File: src/rtl/seg7_pkg.sv
// Shared definitions for the multiplexed 7-segment scanner: scan FSM encoding,
// segment bit positions and the hex-to-segment table.
package seg7_pkg;

  typedef enum logic {
    ST_SHOW = 1'b0,
    ST_GAP  = 1'b1
  } scan_state_t;

  localparam int SEG_N = 7;
  localparam int SEG_A = 0;
  localparam int SEG_B = 1;
  localparam int SEG_C = 2;
  localparam int SEG_D = 3;
  localparam int SEG_E = 4;
  localparam int SEG_F = 5;
  localparam int SEG_G = 6;

  // Bit order G..A, 1 = segment lit.
  function automatic logic [SEG_N-1:0] hex_to_seg(input logic [3:0] hex);
    case (hex)
      4'h0:    hex_to_seg = 7'b0111111;
      4'h1:    hex_to_seg = 7'b0000110;
      4'h2:    hex_to_seg = 7'b1011011;
      4'h3:    hex_to_seg = 7'b1001111;
      4'h4:    hex_to_seg = 7'b1100110;
      4'h5:    hex_to_seg = 7'b1101101;
      4'h6:    hex_to_seg = 7'b1111101;
      4'h7:    hex_to_seg = 7'b0000111;
      4'h8:    hex_to_seg = 7'b1111111;
      4'h9:    hex_to_seg = 7'b1101111;
      4'hA:    hex_to_seg = 7'b1110111;
      4'hB:    hex_to_seg = 7'b1111100;
      4'hC:    hex_to_seg = 7'b0111001;
      4'hD:    hex_to_seg = 7'b1011110;
      4'hE:    hex_to_seg = 7'b1111001;
      default: hex_to_seg = 7'b1110001;
    endcase
  endfunction

endpackage

File: src/rtl/seg7_hex_decode.sv
// Combinational hex nibble to 7-segment pattern (G..A, active-high).
module seg7_hex_decode
  import seg7_pkg::*;
(
  input  logic [3:0]       hex,
  output logic [SEG_N-1:0] seg
);

  assign seg = hex_to_seg(hex);

endmodule

File: src/rtl/seg7_scan_ctrl.sv
// Time-multiplexed 7-segment scanner with anti-ghost gaps, tear-free value
// updates at frame boundaries, blanking, blinking and leading-zero suppression.
module seg7_scan_ctrl
  import seg7_pkg::*;
#(
  parameter int NUM_DIGITS   = 4,
  parameter int SLOT_CYCLES  = 40000,
  parameter int GAP_CYCLES   = 400,
  parameter int BLINK_FRAMES = 250,
  parameter int ACTIVE_LOW   = 0
) (
  input  logic                    clk,
  input  logic                    clr,
  input  logic                    load,
  input  logic [4*NUM_DIGITS-1:0] value,
  input  logic [NUM_DIGITS-1:0]   dp_in,
  input  logic [NUM_DIGITS-1:0]   blank_mask,
  input  logic [NUM_DIGITS-1:0]   blink_mask,
  input  logic                    lz_en,
  output logic [SEG_N-1:0]        seg,
  output logic                    dp,
  output logic [NUM_DIGITS-1:0]   digit_sel,
  output logic                    frame_pulse,
  output logic                    pending
);

  localparam int CNT_MAX = (SLOT_CYCLES > GAP_CYCLES) ? SLOT_CYCLES : GAP_CYCLES;
  localparam int CNT_W   = (CNT_MAX > 1) ? $clog2(CNT_MAX) : 1;
  localparam int IDX_W   = (NUM_DIGITS > 1) ? $clog2(NUM_DIGITS) : 1;
  localparam int BLK_W   = (BLINK_FRAMES > 1) ? $clog2(BLINK_FRAMES) : 1;
  localparam logic POL   = (ACTIVE_LOW != 0);

  localparam logic [CNT_W-1:0] SLOT_LAST = CNT_W'(SLOT_CYCLES - 1);
  localparam logic [CNT_W-1:0] GAP_LAST  = CNT_W'((GAP_CYCLES > 0) ? GAP_CYCLES - 1 : 0);
  localparam logic [IDX_W-1:0] IDX_LAST  = IDX_W'(NUM_DIGITS - 1);
  localparam logic [BLK_W-1:0] BLK_LAST  = BLK_W'(BLINK_FRAMES - 1);

  scan_state_t             state, state_n;
  logic [IDX_W-1:0]        idx, idx_n, idx_wrap;
  logic [CNT_W-1:0]        cnt, cnt_n;
  logic                    run;
  logic                    enter_show;
  logic                    frame_end_n;

  logic [4*NUM_DIGITS-1:0] active_val, shadow_val, val_eff;
  logic [NUM_DIGITS-1:0]   active_dp, shadow_dp, dp_eff;
  logic                    blink_phase, blink_eff;
  logic [BLK_W-1:0]        blink_cnt;

  logic [NUM_DIGITS-1:0]   lz_dark;
  logic                    upper_zero;
  logic [3:0]              nibble;
  logic [SEG_N-1:0]        seg_dec;
  logic                    dark;

  assign idx_wrap = (idx == IDX_LAST) ? '0 : idx + 1'b1;

  // run is low only on the first edge after reset, which enters digit 0 SHOW.
  always_comb begin
    state_n    = state;
    idx_n      = idx;
    cnt_n      = cnt + 1'b1;
    enter_show = 1'b0;
    if (!run) begin
      state_n    = ST_SHOW;
      idx_n      = '0;
      cnt_n      = '0;
      enter_show = 1'b1;
    end else begin
      case (state)
        ST_SHOW: begin
          if (cnt == SLOT_LAST) begin
            cnt_n = '0;
            if (GAP_CYCLES > 0) begin
              state_n = ST_GAP;
            end else begin
              idx_n      = idx_wrap;
              enter_show = 1'b1;
            end
          end
        end
        ST_GAP: begin
          if (cnt == GAP_LAST) begin
            cnt_n      = '0;
            state_n    = ST_SHOW;
            idx_n      = idx_wrap;
            enter_show = 1'b1;
          end
        end
        default: ;
      endcase
    end
  end

  assign frame_end_n = (idx_n == IDX_LAST) &&
                       ((GAP_CYCLES > 0) ? (state_n == ST_GAP && cnt_n == GAP_LAST)
                                         : (state_n == ST_SHOW && cnt_n == SLOT_LAST));

  always_ff @(posedge clk or posedge clr) begin
    if (clr) begin
      state <= ST_SHOW;
      idx   <= '0;
      cnt   <= '0;
      run   <= 1'b0;
    end else begin
      state <= state_n;
      idx   <= idx_n;
      cnt   <= cnt_n;
      run   <= 1'b1;
    end
  end

  // The frame_pulse cycle's closing edge both commits and enters digit 0, so
  // the decode path must see the values being committed on that edge.
  assign val_eff   = (frame_pulse && pending) ? shadow_val : active_val;
  assign dp_eff    = (frame_pulse && pending) ? shadow_dp  : active_dp;
  assign blink_eff = (frame_pulse && blink_cnt == BLK_LAST) ? ~blink_phase : blink_phase;

  always_ff @(posedge clk or posedge clr) begin
    if (clr) begin
      active_val  <= '0;
      active_dp   <= '0;
      shadow_val  <= '0;
      shadow_dp   <= '0;
      pending     <= 1'b0;
      blink_phase <= 1'b0;
      blink_cnt   <= '0;
    end else begin
      if (frame_pulse && pending) begin
        active_val <= shadow_val;
        active_dp  <= shadow_dp;
        pending    <= 1'b0;
      end
      if (load) begin
        shadow_val <= value;
        shadow_dp  <= dp_in;
        pending    <= 1'b1;
      end
      if (frame_pulse) begin
        if (blink_cnt == BLK_LAST) begin
          blink_cnt   <= '0;
          blink_phase <= ~blink_phase;
        end else begin
          blink_cnt <= blink_cnt + 1'b1;
        end
      end
    end
  end

  // A digit is a suppressed leading zero when it and every digit above are 0.
  always_comb begin
    upper_zero = 1'b1;
    lz_dark    = '0;
    for (int k = NUM_DIGITS - 1; k >= 1; k--) begin
      upper_zero = upper_zero && (val_eff[4*k +: 4] == 4'h0);
      lz_dark[k] = upper_zero;
    end
  end

  assign nibble = val_eff[4*idx_n +: 4];
  assign dark   = blank_mask[idx_n] | (blink_mask[idx_n] & blink_eff) | (lz_en & lz_dark[idx_n]);

  seg7_hex_decode u_decode (
    .hex (nibble),
    .seg (seg_dec)
  );

  always_ff @(posedge clk or posedge clr) begin
    if (clr) begin
      seg         <= {SEG_N{POL}};
      dp          <= POL;
      digit_sel   <= {NUM_DIGITS{POL}};
      frame_pulse <= 1'b0;
    end else begin
      frame_pulse <= frame_end_n;
      if (enter_show) begin
        digit_sel <= (NUM_DIGITS'(1) << idx_n) ^ {NUM_DIGITS{POL}};
        seg       <= (dark ? '0 : seg_dec) ^ {SEG_N{POL}};
        dp        <= (~dark & dp_eff[idx_n]) ^ POL;
      end else if (state_n == ST_GAP) begin
        digit_sel <= {NUM_DIGITS{POL}};
        seg       <= {SEG_N{POL}};
        dp        <= POL;
      end
    end
  end

endmodule

File: config.mk
export PLATFORM = sky130hd
export DESIGN_NAME = seg7_scan_ctrl
export DESIGN_NICKNAME = d
export VERILOG_FILES = /design/src/rtl/seg7_pkg.sv /design/src/rtl/seg7_hex_decode.sv /design/src/rtl/seg7_scan_ctrl.sv
export SDC_FILE = /design/constraint.sdc
export NUM_CORES = 1
export LEC_CHECK = 0
export CAP_MARGIN = 20
export CORE_ASPECT_RATIO = 0.6
export CORE_MARGIN = 2
export CORE_UTILIZATION = 51
export CTS_BUF_LIST = sky130_fd_sc_hd__clkbuf_16
export DETAILED_ROUTE_END_ITERATION = 8
export DONT_BUFFER_PORTS = 1
export PLACE_DENSITY = 0.72
export SKIP_CTS_REPAIR_TIMING = 1
export SLEW_MARGIN = 0
export SYNTH_ARGS = -nofsm -noshare
export SYNTH_HDL_FRONTEND = slang
export SYNTH_SLANG_ARGS = --single-unit
File: constraint.sdc
create_clock -name clk -period 3.4 [get_ports clk]
set_input_delay 0.85 -clock clk [delete_from_list [all_inputs] [get_ports clk]]
set_output_delay 0.85 -clock clk [all_outputs]
set_load 0.05 [all_outputs]
==> impl_results.html, run 1 <==
<table>
<tr><th>Metric</th><th>Value</th></tr>
<tr><th colspan="2">Floorplanning</th></tr>
<tr><td>Core Region</td><td>8458 um^2</td></tr>
<tr><td>I/O pins</td><td>46</td></tr>
<tr><td>Area enclosed by the die boundary</td><td>9445 um^2</td></tr>
<tr><td>Initial cell density of the core</td><td>52.22%</td></tr>
<tr><td>Rows</td><td>26</td></tr>
<tr><td>Die height</td><td>76.09 um</td></tr>
<tr><td>Die X</td><td>124.1 um</td></tr>
<tr><th colspan="2">Logic synthesis</th></tr>
<tr><td>Async set-or-reset flop fraction in the synthesized netlist</td><td>100.0%</td></tr>
<tr><td>Area share of the largest cell type after synthesis</td><td>47.03%</td></tr>
<tr><td>Yosys warnings</td><td>0</td></tr>
<tr><td>Post-synth top cells</td><td>dfrtp_1, nor2_1, mux2_2, nand2_1, xor2_1</td></tr>
<tr><td>Fraction of the yosys area taken by sequential cells</td><td>47.03%</td></tr>
<tr><td>Dominant cell by count in the synthesized netlist</td><td>dfrtp_1</td></tr>
<tr><td>Count of state elements after synthesis</td><td>83</td></tr>
<tr><td>Number of library cell types mapped by synthesis</td><td>66</td></tr>
<tr><td>Predominant post-synthesis flop cell</td><td>dfrtp_1</td></tr>
<tr><td>Dominant cells by area after synthesis</td><td>dfrtp_1, mux2_2, nor2_1</td></tr>
<tr><td>Gate count of the mapped netlist</td><td>407</td></tr>
<tr><td>Synthesized cell area</td><td>4417 um^2</td></tr>
<tr><td>Number of enable-type register cells in the synthesized netlist</td><td>0</td></tr>
<tr><td>Avg Cell Area, Syn</td><td>10.85 um^2</td></tr>
<tr><td>Synth Net Count</td><td>449</td></tr>
<tr><td>Cell type with the highest aggregate area in the netlist</td><td>dfrtp_1</td></tr>
<tr><th colspan="2">Route</th></tr>
<tr><td>DRT Pass-1 Iters</td><td>5</td></tr>
<tr><td>Routed length per instance</td><td>18.43 um</td></tr>
<tr><td>Drt total wl</td><td>9749 um</td></tr>
<tr><td>Routed via count</td><td>3160</td></tr>
<tr><td>Number of vias per cell</td><td>5.974</td></tr>
<tr><td>Count of antenna-violating nets left after detailed routing</td><td>0</td></tr>
<tr><td>Violation count after the first detailed-route iteration</td><td>286</td></tr>
<tr><td>Post-route DRC</td><td>0</td></tr>
<tr><th colspan="2">Placement</th></tr>
<tr><td>Placed cell areas</td><td>4551 um^2</td></tr>
<tr><td>Worst-case setup slack after placement</td><td>283.5 ps</td></tr>
<tr><td>HPWL after detailed placement</td><td>7212 um</td></tr>
<tr><td>RD Place Congestion</td><td>0.9584</td></tr>
<tr><td>Count of buffers from port buffering</td><td>0</td></tr>
<tr><td>Placed cells</td><td>512</td></tr>
<tr><th colspan="2">Timing</th></tr>
<tr><td>Final Slew Violations</td><td>0</td></tr>
<tr><td>Unrepaired setup endpoints after global routing</td><td>no</td></tr>
<tr><td>Transition time of the tightest slew-check pin</td><td>889.2 ps</td></tr>
<tr><td>Worst slew margin relative to its limit</td><td>40.65%</td></tr>
<tr><td>Post-route fraction of the period consumed by the critical path</td><td>91.71%</td></tr>
<tr><td>Hold violation total from the final report</td><td>0</td></tr>
<tr><td>Highest clock frequency the design can meet</td><td>320.7 MHz</td></tr>
<tr><td>Number of setup violations in the final report</td><td>0</td></tr>
<tr><td>Final worst slack</td><td>281.8 ps</td></tr>
<tr><td>Final critical path time including I/O delays and setup</td><td>3118 ps</td></tr>
<tr><td>Final clock skew</td><td>5.012 ps</td></tr>
<tr><td>Final TNS setup</td><td>0 ps</td></tr>
<tr><th colspan="2">Critical path</th></tr>
<tr><td>Worst reg2reg startpoint</td><td>cnt[0]</td></tr>
<tr><td>Category of the most critical setup path</td><td>flip-flop to flip-flop</td></tr>
<tr><td>Critical path launch point type</td><td>flip-flop</td></tr>
<tr><td>Endpoint of the most critical register-to-register path</td><td>seg[5]</td></tr>
<tr><td>Worst R2R Setup Slack</td><td>280 ps</td></tr>
<tr><td>Number of buffers and inverters on the critical path</td><td>2</td></tr>
<tr><td>Highest net fanout along the worst path</td><td>9</td></tr>
<tr><td>Crit-path cells</td><td>ha_1 &gt; and3_1 &gt; and3_2 &gt; a21oi_4 &gt; nor2_8 &gt; inv_4 &gt; o311ai_4 &gt; inv_2 &gt; ha_1 &gt; nor3_1 &gt; o21ai_0 &gt; a32o_1</td></tr>
<tr><td>Data required time at the worst endpoint</td><td>3630 ps</td></tr>
<tr><td>Largest stage delay on the critical path</td><td>460 ps</td></tr>
<tr><td>Launch point of the critical path</td><td>cnt[0]</td></tr>
<tr><td>Data arrival, critical path</td><td>3350 ps</td></tr>
<tr><td>Worst path depth</td><td>12</td></tr>
<tr><td>Length in cells of the worst reg-to-reg path</td><td>12</td></tr>
<tr><td>Cell with the most instances on the worst path</td><td>ha_1</td></tr>
<tr><td>Nature of the critical path endpoint</td><td>flip-flop</td></tr>
<tr><td>Largest delay contributor family on the critical path</td><td>simple AND/OR/NAND/NOR gates</td></tr>
<tr><td>End point of the critical path</td><td>seg[5]</td></tr>
<tr><td>Slowest-stage cell, CP</td><td>o311ai_4</td></tr>
<tr><th colspan="2">Power and ir drop</th></tr>
<tr><td>Power density of the placed cells</td><td>416.6 nW/um^2</td></tr>
<tr><td>Largest vdd supply drop</td><td>275.0 uV</td></tr>
<tr><td>Static leakage</td><td>2.166 nW</td></tr>
<tr><td>Final Power</td><td>2.015 mW</td></tr>
<tr><th colspan="2">Finish</th></tr>
<tr><td>Antenna diode count</td><td>0</td></tr>
<tr><td>Share of final-layout standard cells stronger than drive strength 1</td><td>20.38%</td></tr>
<tr><td>Area delta synth-&gt;final</td><td>9.518%</td></tr>
<tr><td>Final standard cell area without fillers</td><td>4837 um^2</td></tr>
<tr><td>Count of non-filler cells in the finished layout</td><td>529</td></tr>
<tr><td>Total number of nets in the final design</td><td>455</td></tr>
<tr><th colspan="2">CTS</th></tr>
<tr><td>Clk slew on worst S/H paths</td><td>60 ps</td></tr>
<tr><td>Clock latency on the worst-skew pair</td><td>340 ps</td></tr>
<tr><td>Maximum buffer depth of the clock tree</td><td>2</td></tr>
<tr><td>Total clock buffers created by CTS</td><td>9</td></tr>
<tr><td>H-tree levels</td><td>3</td></tr>
<tr><td>Number of sinks on the clock net</td><td>83</td></tr>
<tr><td>CTS tree</td><td>done</td></tr>
<tr><td>Root Buffer Master</td><td>clkbuf_16</td></tr>
<tr><th colspan="2">Global routing</th></tr>
<tr><td>Antenna violations before repair</td><td>0</td></tr>
<tr><td>Routing usage on met1</td><td>33.87%</td></tr>
<tr><td>Most congested layer reported by global routing</td><td>met1</td></tr>
<tr><td>Met2 Usage GRT</td><td>28.09%</td></tr>
<tr><td>Global-route wire length before repair</td><td>15680 um</td></tr>
<tr><td>Met3 layer usage reported by global route</td><td>9.132%</td></tr>
<tr><td>Total congestion overflow after global routing</td><td>0</td></tr>
<tr><td>Tot GR Track Use</td><td>22.05%</td></tr>
<tr><td>Pin count of the biggest net entering global routing</td><td>52</td></tr>
<tr><td>Number of global-route vias before repair</td><td>2955</td></tr>
<tr><th colspan="2">Status</th></tr>
<tr><td>Outcome</td><td>completed</td></tr>
<tr><th colspan="2">Job</th></tr>
<tr><td>Maximum capacitance violations</td><td>0</td></tr>
<tr><th colspan="2">Worst hold path</th></tr>
<tr><td>Worst Hold Class</td><td>flip-flop to flip-flop</td></tr>
</table>
==> placed cells by master (no fill, tap or decap), types with 5 or more instances in the layout <==
| cell | synthesis | routed |
|---|---|---|
| nand4_1 | 7 | 7 |
| and3_1 | 7 | 6 |
| xor2_1 | 14 | 14 |
| nor3_1 | 11 | 10 |
| buf_4 | 0 | 8 |
| o21ai_0 | 13 | 13 |
| ha_1 | 10 | 10 |
| mux2_2 | 36 | 36 |
| xnor2_1 | 7 | 7 |
| a32o_1 | 5 | 5 |
| nand3_1 | 13 | 13 |
| mux2i_1 | 8 | 8 |
| clkbuf_16 | 0 | 9 |
| nor2b_1 | 5 | 5 |
| nand2_1 | 24 | 24 |
| nor2_1 | 39 | 39 |
| dfrtp_1 | 83 | 83 |
| a21oi_1 | 13 | 13 |
| inv_1 | 12 | 12 |
| o21ai_1 | 8 | 8 |
==> power by group <==
part	internal, mW	switching (mW)	leakage, nW	total (mW)
Combinational	0.0376	0.0423	0.955	0.0800
Clock	0.483	0.382	0.122	0.865
Sequential	1.02	0.0490	1.09	1.07
==> area by class of cell <==
cell class | count | area, um^2
clock buffer | 9 | 225.2
clock inverter | 6 | 35.03
fill | 717 | 3621
inverter | 16 | 65.06
multi-input combinational | 294 | 2215
sequential | 83 | 2077
tap | 112 | 140.1
timing repair buffer | 9 | 80.08
==> worst register-to-register path: stages, from the launching register on <==
cell	delay, ps
dfrtp_1	420
ha_1	210
and3_1	300
and3_2	350
a21oi_4	100
nor2_8	150
inv_4	80
o311ai_4	460
inv_2	90
ha_1	250
nor3_1	190
o21ai_0	150
a32o_1	270
==> per-layer routing <==
layer  wire length, um  vias up
met3               815        5
met4                54        0
li1                  -     1489
met5                 0        -
met2              3911      107
met1              4967     1559
==> logic make-up (layout without fill, tap and decap cells) <==
group	after synthesis	in the layout	share of synthesized area (%)
AOI/OAI and AO/OA	79	79	13.65
xor gates and xnor gates	21	21	4.164
adders and majority gates	10	10	2.833
buffers and inverters	30	40	3.088
DFF	83	83	47.03
muxes	44	44	10.99
other	1	1	0.08490
and+or+nand+nor	139	139	18.16
==> worst min path at each step <==
stage                        from       endpoint  slack, ps  cells after the start
floorplan           active_val[1]  active_val[1]        450                      2
global route         active_dp[1]   active_dp[1]        520                      1
finish              active_val[3]  active_val[3]        500                      1
global placement     blink_cnt[7]   blink_cnt[7]        480                      1
CTS                  blink_cnt[7]   blink_cnt[7]        500                      1
detailed placement   active_dp[1]   active_dp[1]        490                      1
==> sequential cells by signal, indices dropped and copies added, names as in the netlist, 2 cells and up <==
name / flops
idx: 2
active_val: 16
digit_sel: 4
shadow_val: 16
cnt: 16
blink_cnt: 8
shadow_dp: 4
active_dp: 4
seg: 7
==> stage by stage <==
step	hold slack, ps	util (%)
6_report	501.9	57.19
3_5_place_dp	493.4	53.80
3_3_place_gp	482.8	53.80
4_1_cts	500.1	56.88
2_1_floorplan	448.3	-
5_1_grt	522.7	57.19
(Power assumes the default switching activity.)
==> run 2, diff against run 1 <==
--- a/config.mk
+++ b/config.mk
@@ -11,4 +11,5 @@
 export CORE_UTILIZATION = 51
 export CTS_BUF_LIST = sky130_fd_sc_hd__clkbuf_16
+export CTS_CLUSTER_SIZE = 30
 export DETAILED_ROUTE_END_ITERATION = 8
 export DONT_BUFFER_PORTS = 1
==> constraint.sdc (replaced) <==
create_clock -name clk -period 3.4 [get_ports clk]
set_input_delay 0.68 -clock clk [delete_from_list [all_inputs] [get_ports clk]]
set_output_delay 0.68 -clock clk [all_outputs]
set_load 0.05 [all_outputs]
==> run 2 against run 1 <==
Effect of this change:
- total power rose by 3.5%
- maximum frequency shrank 2.6%
- clock power increased by 8.2%
- sequential cell count did not move
- global-route usage is 0.52 points higher
- worst hold slack got worse by 180 ps
- wire length up 1.0%
- count of clock-buffer cells in the layout stayed put
- register-to-register slack worse by 80 ps
- critical path depth decreased by 1
- utilization shrank 0.089 points
- cell area fell by 0.16%
- critical endpoint is now seg[3]
- largest power group unchanged
- highest routed layer unchanged
==> impl_results.html, run 2 (synthesized netlist as in run 1, its figures left out) <==
<table>
<tr><th>Metric</th><th>Value</th></tr>
<tr><th colspan="2">Status</th></tr>
<tr><td>Outcome</td><td>completed</td></tr>
<tr><th colspan="2">CTS</th></tr>
<tr><td>Clk slew on worst S/H paths</td><td>60 ps</td></tr>
<tr><td>CTS tree</td><td>done</td></tr>
<tr><td>Number of sinks on the clock net</td><td>83</td></tr>
<tr><td>H-tree levels</td><td>3</td></tr>
<tr><td>Root Buffer Master</td><td>clkbuf_16</td></tr>
<tr><td>Clock latency on the worst-skew pair</td><td>340 ps</td></tr>
<tr><td>Total clock buffers created by CTS</td><td>9</td></tr>
<tr><td>Maximum buffer depth of the clock tree</td><td>2</td></tr>
<tr><th colspan="2">Timing</th></tr>
<tr><td>Transition time of the tightest slew-check pin</td><td>711.8 ps</td></tr>
<tr><td>Highest clock frequency the design can meet</td><td>312.3 MHz</td></tr>
<tr><td>Final TNS setup</td><td>0 ps</td></tr>
<tr><td>Final clock skew</td><td>5.152 ps</td></tr>
<tr><td>Unrepaired setup endpoints after global routing</td><td>no</td></tr>
<tr><td>Final worst slack</td><td>197.8 ps</td></tr>
<tr><td>Final critical path time including I/O delays and setup</td><td>3202 ps</td></tr>
<tr><td>Final Slew Violations</td><td>0</td></tr>
<tr><td>Worst slew margin relative to its limit</td><td>52.49%</td></tr>
<tr><td>Hold_ws</td><td>321.6 ps</td></tr>
<tr><td>Post-route fraction of the period consumed by the critical path</td><td>94.18%</td></tr>
<tr><td>Number of setup violations in the final report</td><td>0</td></tr>
<tr><td>Hold violation total from the final report</td><td>0</td></tr>
<tr><th colspan="2">Finish</th></tr>
<tr><td>Antenna diode count</td><td>0</td></tr>
<tr><td>Finished Core Util</td><td>57.10%</td></tr>
<tr><td>Share of final-layout standard cells stronger than drive strength 1</td><td>19.23%</td></tr>
<tr><td>Filler cell count</td><td>718</td></tr>
<tr><td>Area delta synth-&gt;final</td><td>9.348%</td></tr>
<tr><td>Biggest registers after layout</td><td>active_val x16, cnt x16, shadow_val x16</td></tr>
<tr><td>Highest-count cells in the layout ignoring fill and taps</td><td>dfrtp_1, nor2_1, mux2_2</td></tr>
<tr><td>Total number of nets in the final design</td><td>454</td></tr>
<tr><td>Count of non-filler cells in the finished layout</td><td>528</td></tr>
<tr><td>Commonest non-fill, non-tap cell in the layout</td><td>dfrtp_1</td></tr>
<tr><th colspan="2">Floorplanning</th></tr>
<tr><td>Initial cell density of the core</td><td>52.22%</td></tr>
<tr><td>Die X</td><td>124.1 um</td></tr>
<tr><td>Rows</td><td>26</td></tr>
<tr><td>Die height</td><td>76.09 um</td></tr>
<tr><td>I/O pins</td><td>46</td></tr>
<tr><td>Core Region</td><td>8458 um^2</td></tr>
<tr><td>Area enclosed by the die boundary</td><td>9445 um^2</td></tr>
<tr><th colspan="2">Critical path</th></tr>
<tr><td>Slowest-stage cell, CP</td><td>dfrtp_1</td></tr>
<tr><td>Data arrival, critical path</td><td>3420 ps</td></tr>
<tr><td>Crit-path cells</td><td>nor3_1 &gt; and3_1 &gt; a21oi_4 &gt; nor2_8 &gt; inv_4 &gt; o311ai_4 &gt; ha_1 &gt; inv_1 &gt; o32ai_1 &gt; o32ai_1 &gt; a22o_1</td></tr>
<tr><td>Highest net fanout along the worst path</td><td>9</td></tr>
<tr><td>Category of the most critical setup path</td><td>flip-flop to flip-flop</td></tr>
<tr><td>Nature of the critical path endpoint</td><td>flip-flop</td></tr>
<tr><td>Cell with the most instances on the worst path</td><td>o32ai_1</td></tr>
<tr><td>Data required time at the worst endpoint</td><td>3620 ps</td></tr>
<tr><td>Largest stage delay on the critical path</td><td>460 ps</td></tr>
<tr><td>Critical path launch point type</td><td>flip-flop</td></tr>
<tr><th colspan="2">Route</th></tr>
<tr><td>Met3 wirelength from detailed routing</td><td>927 um</td></tr>
<tr><td>Number of vias per cell</td><td>6.098</td></tr>
<tr><td>Drt total wl</td><td>9851 um</td></tr>
<tr><td>Violation count after the first detailed-route iteration</td><td>307</td></tr>
<tr><td>Routed via count</td><td>3220</td></tr>
<tr><td>DRT Pass-1 Iters</td><td>5</td></tr>
<tr><td>Post-route DRC</td><td>0</td></tr>
<tr><td>Max Used Layer</td><td>met4</td></tr>
<tr><td>Routed length per instance</td><td>18.66 um</td></tr>
<tr><td>Wire length on met2</td><td>3882 um</td></tr>
<tr><td>Count of antenna-violating nets left after detailed routing</td><td>0</td></tr>
<tr><td>Detailed-routing wirelength on met1</td><td>4881 um</td></tr>
<tr><th colspan="2">Job</th></tr>
<tr><td>Maximum capacitance violations</td><td>0</td></tr>
<tr><th colspan="2">Power and ir drop</th></tr>
<tr><td>Power density of the placed cells</td><td>431.9 nW/um^2</td></tr>
<tr><td>Largest vdd supply drop</td><td>232.9 uV</td></tr>
<tr><td>Static leakage</td><td>2.177 nW</td></tr>
<tr><th colspan="2">Placement</th></tr>
<tr><td>Worst-case setup slack after placement</td><td>292.2 ps</td></tr>
<tr><td>Placed cells</td><td>513</td></tr>
<tr><td>Count of buffers from port buffering</td><td>0</td></tr>
<tr><td>RD Place Congestion</td><td>0.9452</td></tr>
<tr><td>HPWL after detailed placement</td><td>7368 um</td></tr>
<tr><th colspan="2">Worst hold path</th></tr>
<tr><td>Worst Hold Class</td><td>primary input to asynchronous set/reset pin</td></tr>
<tr><th colspan="2">Global routing</th></tr>
<tr><td>Number of global-route vias before repair</td><td>3094</td></tr>
<tr><td>Global-route wire length before repair</td><td>16310 um</td></tr>
<tr><td>Antenna violations before repair</td><td>0</td></tr>
<tr><td>Tot GR Track Use</td><td>22.57%</td></tr>
<tr><td>Pin count of the biggest net entering global routing</td><td>44</td></tr>
<tr><td>Total congestion overflow after global routing</td><td>0</td></tr>
</table>
-- run 2: changes by cell type in the layout (fill, tap and decap cells not counted), sizes merged --
cell      previous run  this run
inv                 14        16
bufinv               0         1
buf                  9         8
clkinvlp             3         0
-- run 2: power breakdown --
group	switching, mW	internal [mW]	total [mW]
combinational	0.0418	0.0367	0.0786
sequential	0.0495	1.02	1.07
clock	0.376	0.560	0.936
-- run 2: routing by layer --
| layer | track usage [%] | vias up |
|---|---|---|
| li1 | - | 1491 |
| met1 | 35.12 | 1559 |
| met2 | 29.51 | 157 |
| met3 | 7.560 | 13 |
| met4 | 6.292 | 0 |
| met5 | 0 | - |
-- run 2: critical path: cells and delay by family (launching register included) --
family / cells / cell delay (ps)
buf+inv: 2 / 150
compound gates: 5 / 1210
simple gates: 3 / 1010
flops: 1 / 460
fa+ha+maj: 1 / 240
-- run 2: final timing paths --
kind	start	end	slack (ps)	depth (start not counted)
min in group clk	load	pending	430	1
worst max register to register	cnt[11]	seg[3]	200	11
worst min-delay path	clr	cnt[14]	320	1
worst min register to register	active_dp[1]	active_dp[1]	500	1
worst max-delay path	cnt[11]	seg[3]	200	11
max in group asynchronous	clr	shadow_val[5]	2350	2
-- run 2: per-stage QoR --
step	power (mW)	cell area (um^2)
2_1_floorplan	1.144	4417
3_3_place_gp	1.165	4546
3_5_place_dp	1.168	4546
4_1_cts	2.110	4830
5_1_grt	2.176	4830
6_report	2.086	4830
-- run 2: layout make-up --
cell class | instances | area, um^2 | share of cell area [%]
Clock buffer | 9 | 225.2 | 4.663
Clock inverter | 6 | 58.81 | 1.218
Inverter | 16 | 65.06 | 1.347
Multi-Input combinational cell | 294 | 2203 | 45.62
Sequential cell | 83 | 2077 | 43.01
Tap cell | 112 | 140.1 | 2.902
Timing Repair Buffer | 8 | 60.06 | 1.244
